<file path="config.mk">
export PLATFORM = sky130hd
export DESIGN_NAME = mux4_rr_arbiter
export DESIGN_NICKNAME = d
export VERILOG_FILES = /design/src/rtl/mux4_rr_arbiter.sv
export SDC_FILE = /design/constraint.sdc
export NUM_CORES = 1
export LEC_CHECK = 0
export BUFFER_PORTS_ARGS = -buffer_cell sky130_fd_sc_hd__buf_4
export CORE_MARGIN = 5
export CORE_UTILIZATION = 40
export DETAILED_ROUTE_END_ITERATION = 12
export GPL_ROUTABILITY_DRIVEN = 0
export PLACE_DENSITY = 0.72
export SKIP_LAST_GASP = 1
export SYNTH_ARGS = -nofsm -noshare
export SYNTH_HDL_FRONTEND = slang
export SYNTH_SLANG_ARGS = --single-unit
</file>
<file path="constraint.sdc">
create_clock -name clk -period 2.5 [get_ports clk]
set_input_delay 0.125 -clock clk [delete_from_list [all_inputs] [get_ports clk]]
set_output_delay 0.125 -clock clk [all_outputs]
set_load 0.02 [all_outputs]
</file>
<file path="src/rtl/mux4_rr_arbiter.sv">
// Four-way round-robin arbiter feeding one registered valid/ready output word.
// A grant captures one requester's data, pulses its ack for a cycle, then waits for out_ready.
module mux4_rr_arbiter #(
    parameter int WIDTH = 8
) (
    input  logic             clk,
    input  logic             rst_n,
    input  logic [3:0]       req,
    input  logic [WIDTH-1:0] a,
    input  logic [WIDTH-1:0] b,
    input  logic [WIDTH-1:0] c,
    input  logic [WIDTH-1:0] d,
    output logic [3:0]       ack,
    output logic [1:0]       sel,
    output logic             out_valid,
    input  logic             out_ready,
    output logic [WIDTH-1:0] out_data
);

    typedef enum logic {
        IDLE = 1'b0,
        BUSY = 1'b1
    } state_t;

    state_t           state, state_nxt;
    logic [1:0]       ptr, ptr_nxt;
    logic [1:0]       idx;
    logic             found;
    logic [WIDTH-1:0] granted_word;
    logic [WIDTH-1:0] out_data_nxt;
    logic [1:0]       sel_nxt;
    logic [3:0]       ack_nxt;
    logic             out_valid_nxt;

    // Scan ptr, ptr+1, ... ; the 2-bit add wraps 3 -> 0 on its own.
    always_comb begin
        // NOTE: every variable written here gets a default first, so no latch is inferred.
        idx   = ptr;
        found = 1'b0;
        for (int k = 0; k < 4; k++) begin
            if (!found && req[ptr + 2'(k)]) begin
                idx   = ptr + 2'(k);
                found = 1'b1;
            end
        end
    end

    always_comb begin
        case (idx)
            2'd0:    granted_word = a;
            2'd1:    granted_word = b;
            2'd2:    granted_word = c;
            default: granted_word = d;
        endcase
    end

    always_comb begin
        state_nxt     = state;
        ptr_nxt       = ptr;
        out_data_nxt  = out_data;
        sel_nxt       = sel;
        ack_nxt       = 4'b0000;
        out_valid_nxt = out_valid;
        case (state)
            IDLE: begin
                if (found) begin
                    out_data_nxt  = granted_word;
                    sel_nxt       = idx;
                    ack_nxt       = 4'b0001 << idx;
                    out_valid_nxt = 1'b1;
                    ptr_nxt       = idx + 2'd1;
                    state_nxt     = BUSY;
                end
            end
            BUSY: begin
                // Requests are ignored here; IDLE is always revisited before the next grant.
                if (out_ready) begin
                    out_valid_nxt = 1'b0;
                    state_nxt     = IDLE;
                end
            end
            default: state_nxt = IDLE;
        endcase
    end

    // NOTE: sequential state uses non-blocking assignments so all registers update together.
    always_ff @(posedge clk or negedge rst_n) begin
        if (!rst_n) begin
            state     <= IDLE;
            ptr       <= 2'd0;
            out_data  <= '0;
            sel       <= 2'd0;
            ack       <= 4'b0000;
            out_valid <= 1'b0;
        end else begin
            state     <= state_nxt;
            ptr       <= ptr_nxt;
            out_data  <= out_data_nxt;
            sel       <= sel_nxt;
            ack       <= ack_nxt;
            out_valid <= out_valid_nxt;
        end
    end

endmodule

</file>
# [Yosys cells after proc, flatten, opt, wreduce, memory -nomap -nowiden]
# Index checks and enable logic that the tools add are counted.
[word_totals] inputBits=39 out_inout_bits=15 elab_cells=53 regBits=18
[op_classes] n_reduce_logical=9 mux=24 eq_ne=4 addsub=4 n_shift=1 magnitude_cmp=4 bitwise=1
[op_table] operator="$pmux W8 S3" n=1
[op_table] operator="$lt A2 B3 Y1 const B" n=4
[op_table] operator="$mux W1" n=12
[op_table] operator="$bmux W1 S2" n=4
[op_table] operator="$mux W4" n=2
[op_table] operator="$mux W2" n=3
[op_table] operator="$add A2 B1 Y2 const B" n=2
[op_table] operator="$add A2 B2 Y2 const B" n=2
[op_table] operator="$ne A2 B2 Y1 const B" n=2
[op_table] operator="$pmux W1 S2" n=2
[op_table] operator="$reduce_and A2 Y1" n=2
[op_table] operator="$shl A1 B2 Y4 const A" n=1
[op_table] operator="$logic_and A1 B1 Y1" n=3
[op_table] operator="$logic_not A1 Y1" n=3
[op_table] operator="$eq A2 B1 Y1 const B" n=1
[op_table] operator="$eq A2 B2 Y1 const B" n=1
[op_table] operator="$logic_not A2 Y1" n=1
[op_table] operator="$not A1 Y1" n=1

# [Depth between registers and ports, before layout]
[depth] ltp_word=15 ltp_mapped=8 depth_no_buf=7

# [Worst setup path before layout]
# Ideal clock, no wire load.
[synth_path] kind="reg-to-reg" start="register ptr[1]" end="register out_data[0]" stages_incl_launch_ff=9 period_less_slack_ns=2.082 arrival_time_ns=1.955 required_ns=2.372 setup_time_ns=0.128 slack_ns=0.418 path_buffers=1 path_cell_list="dfrtp_1 > nor3_1 > a2111o_1 > and2_1 > ha_1 > clkbuf_1 > a222oi_1 > o21ai_1 > mux2_1"
[synth_via] elab_chain_len=14 elab_cells_between_ends=29 cone_classes="add/sub: 3; eq/ne: 2; mux: 16; reduce/logical: 8"
[synth_lines] element="start, declared" line_no="26" rtl="logic [1:0] ptr, ptr_nxt;"
[synth_lines] element="start signal, assigned" line_no="97" rtl="ptr <= ptr_nxt;"
[synth_lines] element="branches (longest 14 deep; another with $add A2 B1 Y2)"
[synth_lines] element="end signal, assigned" line_no="98" rtl="out_data <= out_data_nxt;"
[synth_lines] element="end, declared" line_no="17" rtl="output logic [WIDTH-1:0] out_data"
# Parallel ways; which one is timed is not known. The select of a mux whose other input is x is not followed.
# A chain may end at the register's enable or synchronous reset.

# [Worst setup path in the final report]
[layout_path] start="register ptr[1]" end="register out_data[5]"
# The elaborated chain is that of the path after synthesis.

==> flow_metrics.tcl <==
set metrics [dict create \
    power_frac_clock 0.133 \
    ys_types 30 \
    area_growth_pct 44.84 \
    ys_seq_area_frac 0.4317 \
    yosysTopAreaCell "dfrtp_1" \
    route.detailed.drc 0 \
    overflow 0 \
    die-area_um2 3730 \
    drt_iter0_markers 54 \
    grt_max_degree 19 \
    drive_gt1_frac 0.4408 \
    setup_viol 0 \
    p_comb_frac 0.535 \
    syn_inst 98 \
    syn_area_per_cell_um2 10.65 \
    crit_path_top_delay_cell "dfrtp_1" \
    cts_hold_buf 2 \
    cpPeakStageDelay_ps 450 \
    ir_worst_vdd_mv 0.6375 \
    endpoint_kind "flip-flop" \
    rows 18 \
    first_pass_iters 4 \
    antenna_found_initial 0 \
    p_leak_nw 0.7579 \
    holdWs_ps 159.3 \
    slew_headroom 0.6614 \
    diodes 0 \
    finClkSkew_ps 1.092 \
    ys_ff_latch 18 \
    grt_pass1_vias 996 \
    r2r-start "ptr[1]" \
    final.min_clock_period_ps 2272 \
    clock-root-buffer "clkbuf_4" \
    path_max_fanout 9 \
    layoutNonFillerInstCount 182 \
    syn_nets 142 \
    ios 54 \
    cts.htree.levels 1 \
    final_cell_mix "54 x buf_4, 18 x dfrtp_1, 9 x nand2_1" \
    pwr_density_cell_nw_per_um2 903.6 \
    core_area_um2 2477 \
    cts_resized 0 \
    clock-sinks 18 \
    seqPwrFrac 0.332 \
    fillers 212 \
    hold_violations 0 \
    clk_pin_slew_worst_paths_ps 100 \
    cts_buffer_depth 2 \
    yosysTopAreaCellShare 0.4317 \
    start_util 0.4212 \
    cts_setup_buffers 0 \
    path_class "flip-flop to flip-flop" \
    wl_mm 2.848 \
    outcome "completed" \
    crit_path_start_kind "flip-flop" \
    cts_made_buffers 3 \
    power.internal_uw 841.5 \
    final_core_util 0.6101 \
    min_from "req[1]" \
    port-buffer-count 53 \
    ys_warn_count 0 \
    die_w_um 61.08 \
    crit_arrival_ps 2470 \
    cp.required_ps 2700 \
    clk_latency_ps 300 \
    dr_total_vias 975 \
    period_share 0.9088 \
    slew_violations 0 \
    netSwitchingFraction 0.3839 \
    routed_via_density 5.357 \
    postRouteAntennaNets 0 \
    p_sw_uw 524.3 \
    fmax_mhz 440.1 \
    die_h_um 61.08 \
    place_ws_ps 279.9 \
    track_usage 0.1642 \
    fin_ws_ps 228.0 \
    layout_commonest_cell "buf_4" \
    path_cells "nor3_1 > a2111o_1 > and2_1 > ha_1 > a222oi_1 > o21ai_0 > mux2_4" \
    syn_area_um2 1044 \
    nNetsFinal 197 \
    setup_tns_ps 0 \
    crit_start "ptr[1]" \
    rsz0062_at_grt "false" \
    min-delay-path-class "input pin to flip-flop" \
    grt_pass1_wl_mm 4.547 \
    dp_cells 176 \
    drv_cap 0 \
    wl_per_cell_um 15.65 \
    tightest_slew_ps 507.9 \
    cts_tree "done" \
    yosys-top-cells-area "dfrtp_1 43%, mux2_4 10%, a222oi_1 7.7%, ha_1 6.0%, o21ai_0 3.8%" \
    dp_hpwl_mm 2.247 \
]
## synthesized netlist by cell type, drive strengths merged
cell,n
o21bai,2
a21boi,2
nor4,1
nand2,9
or4,1
nor3,1
and3,5
ha,5
a41o,1
nand3,1
dfrtp,18
o31ai,1
inv,2
a41oi,1
a31oi,1
buf,3
o21ai,13
and2,1
a222oi,8
nor2b,4
mux2,8
clkbuf,3
a21oi,3
nor2,3
a2111o,1
## metrics by stage
stage / power (mW) / cell area [µm²]
floorplan: 0.9124 / 1044
global placement: 1.176 / 1455
global route: 1.476 / 1511
finish: 1.366 / 1511
detailed placement: 1.187 / 1455
CTS: 1.383 / 1511
## kinds of logic (layout without fill, tap and decap cells)
group	after synthesis	in the layout	synth area share
buf+inv	8	62	0.03716
fa+ha+maj	5	5	0.05995
simple gates	26	26	0.1319
compound gates	33	33	0.2278
flops	18	18	0.4317
mux	8	8	0.1115
## worst max-delay path: cells and delay by family, from the launching register on
family / cells / cell delay (ps)
AOI/OAI and AO/OA: 3 / 900
DFF: 1 / 450
adders and majority gates: 1 / 300
muxes: 1 / 280
and+or+nand+nor: 2 / 240
## power by group through the flow
| stage | Combinational (mW) | Sequential [mW] | Clock (mW) |
|---|---|---|---|
| final | 0.731 | 0.453 | 0.181 |
| after global routing | 0.801 | 0.472 | 0.203 |
| after CTS | 0.738 | 0.454 | 0.191 |
| after detailed placement | 0.729 | 0.458 | 0 |
| after global placement | 0.720 | 0.456 | 0 |
| after floorplan | 0.359 | 0.554 | 0 |
## state kept, by name, summed over array words and instances (netlist names)
name	cells
ack	4
out_data	8
out_valid	1
ptr	2
sel	2
state	1
## cell type report
class / count / area [µm²] / share of cell area
multi-input cells: 72 / 554.3 / 0.3667
inverters: 2 / 7.507 / 0.004967
well taps: 30 / 37.54 / 0.02483
repair buffers: 56 / 425.4 / 0.2815
flip-flops and latches: 18 / 450.4 / 0.2980
clock buffers: 4 / 36.28 / 0.02401
## worst paths after layout
check	endpoint	slack (ps)	depth (start not counted)
worst max-delay path	out_data[5]	230	7
worst min-delay path	sel[1]	160	3
worst max register to register	out_data[5]	230	7
worst min register to register	out_data[0]	520	1
max in group asynchronous	ack[0]	2100	2
min in group asynchronous	ptr[1]	210	2
## metal layers
| metal | wire length, µm | vias up | track usage |
|---|---|---|---|
| li1 | - | 481 | - |
| met1 | 1066 | 467 | 0.2045 |
| met2 | 1598 | 25 | 0.2810 |
| met3 | 165 | 2 | 0.04193 |
| met4 | 17 | 0 | 0.04644 |
| met5 | 0 | - | 0 |
Power figures use the tool's default switching activity.
